## config.mk

```make
export PLATFORM = sky130hd
export DESIGN_NAME = sync_frame_deser
export DESIGN_NICKNAME = d
export VERILOG_FILES = /design/src/rtl/sync_deser_pkg.sv /design/src/rtl/sync_frame_deser_shift.sv /design/src/rtl/sync_frame_deser.sv
export SDC_FILE = /design/constraint.sdc
export NUM_CORES = 1
export LEC_CHECK = 0
export CAP_MARGIN = 20
export CORE_AREA = 2 2 61 63
export CTS_BUF_LIST = sky130_fd_sc_hd__clkbuf_4 sky130_fd_sc_hd__clkbuf_8
export DETAILED_ROUTE_END_ITERATION = 12
export DIE_AREA = 0 0 63 65
export PLACE_DENSITY = 0.68
export SLEW_MARGIN = 10
export SYNTH_ARGS = -nofsm -noshare
export SYNTH_HDL_FRONTEND = slang
export SYNTH_SLANG_ARGS = --single-unit
```

## constraint.sdc

```tcl
create_clock -name clk -period 2.33 [get_ports clk]
set_clock_uncertainty 0.15 [all_clocks]
set_input_delay 0.699 -clock clk [delete_from_list [all_inputs] [get_ports clk]]
set_output_delay 0.699 -clock clk [all_outputs]
set_load 0.005 [all_outputs]
```

## src/rtl/sync_deser_pkg.sv

```systemverilog
// Shared types and constants for the sync-word frame deserialiser.
// SYNC_DESER_PARITY_EN adds a per-word even-parity sub-phase.
package sync_deser_pkg;

   typedef enum logic {
      HUNT = 1'b0,
      DATA = 1'b1
   } state_t;

`ifdef SYNC_DESER_PARITY_EN
   localparam logic PARITY_PHASE = 1'b1;
`else
   localparam logic PARITY_PHASE = 1'b0;
`endif

   localparam logic [7:0] DEFAULT_SYNC_WORD = 8'hA5;

   // Bits needed to hold every value from 0 up to and including max_val.
   function automatic int bits_for(input int max_val);
      return $clog2(max_val + 1);
   endfunction

endpackage

```

## src/rtl/sync_frame_deser_shift.sv

```systemverilog
// W-bit MSB-first shift-in register with enable and synchronous clear.
module ser_shift_in #(
   parameter int W = 8
) (
   input  logic         clk,
   input  logic         clr,
   input  logic         en,
   input  logic         din,
   output logic [W-1:0] q
);

   always_ff @(posedge clk) begin
      if (clr) begin
         q <= '0;
      end else if (en) begin
         q <= {q[W-2:0], din};
      end
   end

endmodule

```

## src/rtl/sync_frame_deser.sv

```systemverilog
// Hunts for a sync word on a qualified serial stream, then deserialises one frame of words.
// Define SYNC_DESER_PARITY_EN to expect an even-parity bit after every data word.
module sync_frame_deser
   import sync_deser_pkg::*;
#(
   parameter int                DATA_W      = 8,
   parameter int                SYNC_W      = 8,
   parameter logic [SYNC_W-1:0] SYNC_WORD   = SYNC_W'(DEFAULT_SYNC_WORD),
   parameter int                FRAME_WORDS = 4
) (
   input  logic              clk,
   input  logic              rst,
   input  logic              din,
   input  logic              bit_en,
   output logic [DATA_W-1:0] dout,
   output logic              dout_valid,
   output logic              frame_start,
   output logic              frame_end,
   output logic              locked,
   output logic              parity_err
);

   localparam int BCW = bits_for(DATA_W);
   localparam int WCW = $clog2(FRAME_WORDS) + 1;
   localparam logic [BCW-1:0] LAST_BIT  = BCW'(DATA_W - 1);
   localparam logic [WCW-1:0] LAST_WORD = WCW'(FRAME_WORDS - 1);

   state_t            state;
   logic [BCW-1:0]    bit_cnt;
   logic [WCW-1:0]    word_cnt;
   logic              word_rdy;
   logic [SYNC_W-1:0] sync_q;
   logic [DATA_W-1:0] data_q;
   logic              sync_hit;
   logic              frame_over;
   logic              sync_en;
   logic              sync_clr;
   logic              data_en;

   // Match on the value the sync register is about to take, so lock follows the matching bit directly.
   assign sync_hit = ({sync_q[SYNC_W-2:0], din} == SYNC_WORD);
   assign sync_en  = bit_en && (state == HUNT);
   assign locked   = (state == DATA);

`ifdef SYNC_DESER_PARITY_EN
   logic in_par;
   logic par_fail;

   assign frame_over = (word_rdy && (word_cnt == LAST_WORD)) || par_fail;
   assign data_en    = bit_en && (state == DATA) && !in_par && !frame_over;
`else
   assign frame_over = word_rdy && (word_cnt == LAST_WORD);
   assign data_en    = bit_en && (state == DATA) && !frame_over;
   assign parity_err = 1'b0;
`endif

   // A frame leaves DATA with an empty sync register so data bits can never complete a sync.
   assign sync_clr = rst || ((state == DATA) && frame_over);

   ser_shift_in #(.W(SYNC_W)) u_sync_sr (
      .clk (clk),
      .clr (sync_clr),
      .en  (sync_en),
      .din (din),
      .q   (sync_q)
   );

   ser_shift_in #(.W(DATA_W)) u_data_sr (
      .clk (clk),
      .clr (rst),
      .en  (data_en),
      .din (din),
      .q   (data_q)
   );

   always_ff @(posedge clk) begin
      if (rst) begin
         state       <= HUNT;
         bit_cnt     <= '0;
         word_cnt    <= '0;
         word_rdy    <= 1'b0;
         dout        <= '0;
         dout_valid  <= 1'b0;
         frame_start <= 1'b0;
         frame_end   <= 1'b0;
`ifdef SYNC_DESER_PARITY_EN
         in_par      <= 1'b0;
         par_fail    <= 1'b0;
         parity_err  <= 1'b0;
`endif
      end else begin
         dout_valid  <= 1'b0;
         frame_start <= 1'b0;
         frame_end   <= 1'b0;
         word_rdy    <= 1'b0;
`ifdef SYNC_DESER_PARITY_EN
         par_fail    <= 1'b0;
         parity_err  <= 1'b0;
`endif
         if (state == HUNT) begin
            if (sync_en && sync_hit) begin
               state    <= DATA;
               bit_cnt  <= '0;
               word_cnt <= '0;
            end
         end else begin
            if (data_en) begin
               if (bit_cnt == LAST_BIT) begin
                  bit_cnt <= '0;
`ifdef SYNC_DESER_PARITY_EN
                  in_par  <= PARITY_PHASE;
`else
                  word_rdy <= 1'b1;
`endif
               end else begin
                  bit_cnt <= bit_cnt + BCW'(1);
               end
            end
`ifdef SYNC_DESER_PARITY_EN
            // Word bits XOR parity bit must be zero; a bad word aborts the whole frame.
            if (in_par && bit_en) begin
               in_par <= 1'b0;
               if (^{data_q, din}) begin
                  par_fail <= 1'b1;
               end else begin
                  word_rdy <= 1'b1;
               end
            end
            if (par_fail) begin
               parity_err <= 1'b1;
               state      <= HUNT;
               word_cnt   <= '0;
            end
`endif
            // Publish one cycle after the completing bit; the next word may already be shifting in.
            if (word_rdy) begin
               dout        <= data_q;
               dout_valid  <= 1'b1;
               frame_start <= (word_cnt == '0);
               frame_end   <= (word_cnt == LAST_WORD);
               if (word_cnt == LAST_WORD) begin
                  state    <= HUNT;
                  word_cnt <= '0;
               end else begin
                  word_cnt <= word_cnt + WCW'(1);
               end
            end
         end
      end
   end

endmodule
```

# Word-level counts from Yosys, hierarchy flattened
# Index checks and enable logic that the tools add are counted.
# Widths: inputs -> output; s select.
# totals
ff_bits	35
latch_bits	0
ram_bits	0
mem_bits_ro	0
inputBits	4
output_inout_bits	13
wordCells	50
memories	0
# classes
add_sub_neg	2
n_mul	0
div	0
order_cmp	0
n_eq_ne	5
shifts	0
n_mux	14
n_bitwise	3
n_reduce_logical	16
# ops
cell	n
$mux 4	4
$mux 3	4
$eq 8x8->1 const B	1
$logic_and 1x1->1	6
$mux 1	6
$reduce_and 2->1	3
$reduce_or 3->1	2
$add 4x1->4 const B	1
$eq 4x3->1 const B	1
$ne 2x1->1 const B	2
$add 3x1->3 const B	1
$eq 3x2->1 const B	1
$logic_not 3->1	1
$not 1->1	3
$reduce_bool 2->1	1
$reduce_or 2->1	1
$logic_not 1->1	1
$logic_or 1x1->1	1

# Depth between registers and ports, before layout
# Gate-level depths: netlist (run 1).
# depth
depth_word	6
mapped_depth	6

# By module
# From an unflattened synthesis (run 1), not the netlist that was laid out.
# hier_totals
cells_unflattened	155
area_unflattened_um2	1535.2
# by_module_without_submodules
mod	n_inst	cells_each	area_per_inst_um2
sync_frame_deser	1	103	964.7
ser_shift_in	2	26	285.3

# Worst setup path before layout (run 1)
# No wires, ideal clock.
# synth_timing
path_kind	input to register
from	input din
to	register word_cnt[0]
setup_time_ns	0.128
arrival_time_ns	1.394
setup_slack_ns	0.658
path_stages	4
n_path_buf	0
path_cell_list	nor3b_1 > nand4_4 > a31oi_1 > nor2_1
# synth_between
elab_chain_len	4
# synth_lines
item	line	source
start, declared	sync_frame_deser.sv:13	input logic din,
$eq 8x8->1	sync_frame_deser.sv:41	assign sync_hit = ({sync_q[SYNC_W-2:0], din} == SYNC_WORD);
$logic_and 1x1->1	sync_frame_deser.sv:101	if (sync_en && sync_hit) begin
$reduce_bool 2->1 (no source line)	-	
$reduce_and 2->1 (no source line)	-	
end signal, assigned	sync_frame_deser.sv:145	word_cnt <= word_cnt + WCW'(1);
end, declared	sync_frame_deser.sv:30	logic [WCW-1:0] word_cnt;
# Every way passes these cells.
# A chain may end at the register's enable or synchronous reset.

# Worst setup path in the final report (run 1)
# layout_timing
from	register state (netlist: locked)
to	output locked
# layout_rtl
item	line	source
start, declared	sync_frame_deser.sv:28	state_t state;
start signal, assigned	sync_frame_deser.sv:78	state <= HUNT;
start signal, assigned	sync_frame_deser.sv:102	state <= DATA;
start signal, assigned	sync_frame_deser.sv:142	state <= HUNT;
end, declared	sync_frame_deser.sv:19	output logic locked,
# No word-level cell between the ends.

==> results.json, run 1 <==
{
  "final-max-slew-violation-count": 0,
  "cpMaxStageDelayCell": "clkdlybuf4s50_1",
  "yosysWarnings": 0,
  "start_kind": "flip-flop",
  "cts_buffer_depth": 2,
  "critPathArrivalTime_ps": 1330,
  "die_width_um": 63,
  "antenna_found_initial": 0,
  "finalHoldViolations": 0,
  "layout-drive-gt1-share_pct": 10.9,
  "cts_max_level": 2,
  "insertion_delay_ps": 340,
  "grt_pass1_wl_um": 4380,
  "syn_nets": 173,
  "rr_worst_depth": 5,
  "design.die.area_mm2": 0.00410,
  "seq_power_share_pct": 55.6,
  "period_share_pct": 93.7,
  "pwr-share-clk_pct": 41.7,
  "yosys-top-cells-area": "dfxtp_1, nand2_1, a21oi_1",
  "grt_pass1_vias": 1052,
  "tritoncts": "built",
  "coreArea_mm2": 0.00350,
  "rows": 22,
  "final_nets": 189,
  "cts_sinks": 35,
  "clock.fmax_ghz": 0.458,
  "drc_errors": 0,
  "async_flop_share_pct": 0,
  "portBuffers": 15,
  "die_h_um": 65,
  "fill_cells": 353,
  "synthDistinctLibCells": 31,
  "r2r-start": "word_cnt[1]$_SDFFE_PP0P_",
  "stdcell_count": 231,
  "swShare_pct": 20.0,
  "synthesis.instances": 166,
  "pwr-share-comb_pct": 2.7,
  "firstDrtPassIters": 4,
  "io_pins": 17,
  "intPower_mw": 0.865,
  "hold_path_class": "reg2reg",
  "grt-ovfl-total": 0,
  "p_per_area_mw_per_mm2": 650,
  "finalWeightedCongestion": 0.743,
  "diodes": 0,
  "status": "complete, no violations",
  "wirelength_um": 2450,
  "max_cap_violations": 0,
  "worstPathMaxFanout": 10,
  "leakagePower_nw": 0.553,
  "synth_top_area_share_pct": 50.0,
  "ant_nets": 0,
  "path_class": "reg2out",
  "worst-path-stages": 1,
  "initial_core_util_pct": 40.1,
  "cts_post_setup_buffers_inserted": 0,
  "post_drt_wl_per_cell_um": 10.6,
  "ys_seq_elements": 35,
  "area_delta_synth_final_pct": 18.8,
  "ys.flop_type": "dfxtp_1",
  "post_drt_via_cell_ratio": 4.92,
  "dp_hpwl_um": 1760,
  "min_period_ps": 2180,
  "worstPathRequired_ps": 1480,
  "min-delay-start": "dout[5]$_SDFFE_PP0P_",
  "cp.buffers_inverters": 1,
  "numCtsBuffers": 5,
  "yosys.area.top_type": "dfxtp_1",
  "post-place-cells": 223,
  "hold_path_depth": 2,
  "grt_max_degree": 18,
  "clk_pin_slew_ps": 110,
  "avgSynthCellArea_um2": 8.43,
  "clock-root-buffer": "clkbuf_4",
  "synth_seq_area_share_pct": 50.0,
  "slowest_delay_ps": 540,
  "path_delay_family": "buffers and inverters",
  "syn_area_mm2": 0.00140,
  "final_util_pct": 47.6,
  "startpoint": "locked$_SDFF_PP0_",
  "rsz0062_at_grt": "no",
  "p_sw_mw": 0.216,
  "drt_iter0_markers": 26,
  "end_kind": "primary output",
  "tns_ps": 0,
  "dr_total_vias": 1137,
  "synth_edf_count": 0,
  "peakVddDrop_uv": 429,
  "crit_chain": "clkdlybuf4s50_1",
  "setup_violations": 0,
  "gr-usage-all-layers_pct": 13.8
}
==> flip-flops by register name (all words and copies together) (netlist names) <==
signal and cells:
dout_valid 1, u_data_sr.q 8, frame_end 1, u_sync_sr.q 7
bit_cnt 4, word_cnt 3, locked 1, frame_start 1
dout 8, word_rdy 1
==> cell usage in the layout (no fill, tap or decap), drive strengths merged, types with 2 or more instances in the layout <==
master          n
a21oi          30
and3            2
buf             4
clkbuf          6
clkdlybuf4s50  15
dfxtp          35
ha              3
inv             4
nand2          52
nand2b          2
nand3           7
nor2            2
nor3            4
nor3b           2
==> per-stage QoR <==
step                area [µm²]  setup slack [ps]  power (mW)  hold WS (ps)
CTS                       1660               120        1.10           317
global route              1660              88.4        1.13           336
detailed placement        1580              45.5       0.645           301
global placement          1580              87.7       0.644           293
finish                    1660               147        1.08           312
floorplan                 1400               658       0.634           270
==> layout make-up <==
| type | count | area, µm² | area share [%] |
|---|---|---|---|
| clock buffer | 6 | 51.3 | 3.09 |
| clock inverter | 2 | 35.0 | 2.11 |
| inverter | 4 | 15.0 | 0.903 |
| multi-input combinational | 117 | 619 | 37.2 |
| sequential | 35 | 702 | 42.2 |
| tap | 48 | 60.1 | 3.61 |
| timing repair buffer | 19 | 180 | 10.8 |
==> power by group through the flow <==
stage	Combinational, mW	Sequential, mW	Clock, mW
floorplan	0.0195	0.615	0
global placement	0.0291	0.615	0
detailed placement	0.0298	0.615	0
CTS	0.0300	0.601	0.472
global route	0.0325	0.602	0.495
finish	0.0296	0.601	0.451
==> worst reg2reg max path, delay by kind of cell (launching register included) <==
kind | cells | cell delay (ps)
and+or+nand+nor | 2 | 440
DFF | 1 | 370
AOI/OAI and AO/OA | 2 | 260
adders and majority gates | 1 | 240
==> kinds of logic after synthesis <==
logic type      Yosys count  synth area share (%)
compound gates           36                  14.3
flops                    35                  50.0
simple gates             77                  27.0
other cells               1                 0.268
buf+inv                  14                  5.72
fa+ha+maj                 3                  2.68
==> what timing repair did <==
action	CTS	global route
hold buffers	0	0
hold endpoints to repair	0	0
resized for setup	1	0
setup endpoints to repair	1	0
==> per-layer routing <==
metal	share of wire, %	track usage [%]	vias up
li1	-	-	586
met1	45	14.7	526
met2	48	23.1	20
met3	4.8	5.73	5
met4	2.5	8.06	0
met5	0	0	-
==> path summary, 6_finish.rpt <==
kind | endpoint | slack [ps]
min | dout[5]$_SDFFE_PP0P_ | 310
max | locked | 150
min reg2reg | dout[5]$_SDFFE_PP0P_ | 310
max reg2reg | bit_cnt[3]$_SDFFE_PP0P_ | 760
==> Yosys cell counts (2+ instances only) <==
library cell and count:
nand2_1 52, dfxtp_1 35, a21oi_1 30, nand3_1 6
buf_2 4, inv_1 4, nor3_1 4, ha_1 3
buf_4 2, buf_6 2, nand2b_1 2, nor2_1 2
nor3b_1 2
Note: power is estimated with default switching activity, not from simulation.
==> run 2, diff against run 1 <==
--- a/config.mk
+++ b/config.mk
@@ -6,12 +6,13 @@
 export NUM_CORES = 1
 export LEC_CHECK = 0
 export CAP_MARGIN = 20
-export CORE_AREA = 2 2 61 63
+export CORE_AREA = 2 2 64 66
 export CTS_BUF_LIST = sky130_fd_sc_hd__clkbuf_4 sky130_fd_sc_hd__clkbuf_8
 export DETAILED_ROUTE_END_ITERATION = 12
-export DIE_AREA = 0 0 63 65
-export PLACE_DENSITY = 0.68
+export DIE_AREA = 0 0 66 68
+export PLACE_DENSITY = 0.67
 export SLEW_MARGIN = 10
 export SYNTH_ARGS = -nofsm -noshare
 export SYNTH_HDL_FRONTEND = slang
+export SYNTH_HIERARCHICAL = 1
 export SYNTH_SLANG_ARGS = --single-unit
==> run 2 against run 1 <==
Compared with the run above: non-clock buffer count increased by 1; first-iteration DRC count increased by 130%; wire length is 4.1% higher.
==> results.json, run 2 <==
{
  "status": "complete, no violations",
  "portBuffers": 15,
  "synthesis.instances": 152,
  "rows": 23,
  "period_share_pct": 84.6,
  "tritoncts": "built",
  "final_cell_mix": "dfxtp_1, nand2_1, nor2_1, clkdlybuf4s50_1, mux2i_1",
  "area_delta_synth_final_pct": 17.4,
  "met2_usage_pct": 20.3,
  "cts_resized": 0,
  "clock-root-buffer": "clkbuf_8",
  "layout_commonest_cell": "dfxtp_1",
  "post_drt_wl_per_cell_um": 11.6,
  "hold_path_class": "reg2reg",
  "firstDrtPassIters": 4,
  "rsz0062_at_grt": "no",
  "final_nets": 176,
  "p_per_area_mw_per_mm2": 605,
  "met1_usage_pct": 15.5,
  "cts_buffer_depth": 2,
  "yosysWarnings": 6,
  "post_drt_via_cell_ratio": 4.77,
  "grt_pass1_wl_um": 4350,
  "grt_max_degree": 15,
  "worstPathMaxFanout": 2,
  "slowest_delay_ps": 510,
  "numCtsBuffers": 5,
  "dr_total_vias": 1050,
  "ant_nets": 0,
  "cts_sinks": 35,
  "cpMaxStageDelayCell": "clkdlybuf4s50_1",
  "path_class": "reg2out",
  "stdcell_count": 220,
  "power_mw": 1.07,
  "use_met3_pct": 5.26,
  "busiest_layer": "met2",
  "clk_pin_slew_ps": 70,
  "start_kind": "flip-flop",
  "fill_cells": 368,
  "layout-drive-gt1-share_pct": 15.9,
  "wirelength_um": 2550,
  "syn_area_mm2": 0.00150,
  "final-max-slew-violation-count": 0,
  "clock.fmax_ghz": 0.507,
  "path_delay_family": "buffers and inverters",
  "end_kind": "primary output",
  "tns_ps": 0,
  "setup_violations": 0,
  "grt-ovfl-total": 0,
  "dp_hpwl_um": 1920,
  "drc_errors": 0,
  "die_width_um": 66,
  "post-place-cells": 212,
  "max_cap_violations": 0,
  "io_pins": 17,
  "min_period_ps": 1970,
  "design.die.area_mm2": 0.00449,
  "leakagePower_nw": 0.679,
  "peakVddDrop_uv": 229,
  "syn_nets": 159,
  "die_h_um": 68,
  "critPathArrivalTime_ps": 1120,
  "avgSynthCellArea_um2": 9.88,
  "worstPathRequired_ps": 1480,
  "finalHoldViolations": 0,
  "grt_pass1_vias": 962,
  "cts-hold-fix-buffers": 0,
  "cts_post_setup_buffers_inserted": 0,
  "gr-usage-all-layers_pct": 13.0,
  "initial_core_util_pct": 38.9,
  "antenna_found_initial": 0,
  "reg_top3": "dout: 8 flops, u_data_sr/q: 8 flops, u_sync_sr/q: 7 flops",
  "cp.buffers_inverters": 1,
  "crit_chain": "clkdlybuf4s50_1",
  "diodes": 0,
  "insertion_delay_ps": 280,
  "coreArea_mm2": 0.00386,
  "finalWeightedCongestion": 0.794,
  "drt_iter0_markers": 59,
  "cts_max_level": 2
}
run 2: power by group:
group	leakage, nW	switching, mW	internal [mW]
clock network	0.0491	0.200	0.233
registers	0.282	0.00166	0.600
logic	0.348	0.0169	0.0160
run 2: area by class of cell:
cell class	instances	area [µm²]	area share (%)
multi-input cells	104	712	40.4
flip-flops and latches	35	701	39.7
repair buffers	20	188	10.6
clock buffers	7	83.8	4.76
well taps	50	62.6	3.55
inverters	3	11.3	0.639
clock inverters	1	5.00	0.284
run 2: worst paths after layout:
check / startpoint / to / slack [ps] / depth (start not counted)
hold / removal: dout[3]$_SDFFE_PP0P_ / dout[3]$_SDFFE_PP0P_ / 300 / 2
hold reg to reg: dout[3]$_SDFFE_PP0P_ / dout[3]$_SDFFE_PP0P_ / 300 / 2
setup reg to reg: locked$_SDFF_PP0_ / u_sync_sr/q[1]$_SDFFE_PP0P_ / 660 / 4
setup / recovery: dout[6]$_SDFFE_PP0P_ / dout[6] / 360 / 1
run 2: metrics by stage:
step / hold WS [ps] / utilization [%] / setup slack, ps / instance area (µm²)
after floorplan: 279 / - / 744 / 1500
after global placement: 293 / 43.4 / 198 / 1670
final: 303 / 45.7 / 358 / 1760
after global routing: 330 / 45.7 / 304 / 1760
after detailed placement: 296 / 43.4 / 153 / 1670
after CTS: 305 / 45.7 / 340 / 1760
run 2: routing by layer:
metal / part of all wire [%] / vias up / wire (µm)
li1: - / 546 / -
met1: 45 / 483 / 1150
met2: 48 / 15 / 1220
met3: 4.4 / 6 / 113
met4: 2.2 / 0 / 57
met5: 0 / - / 0
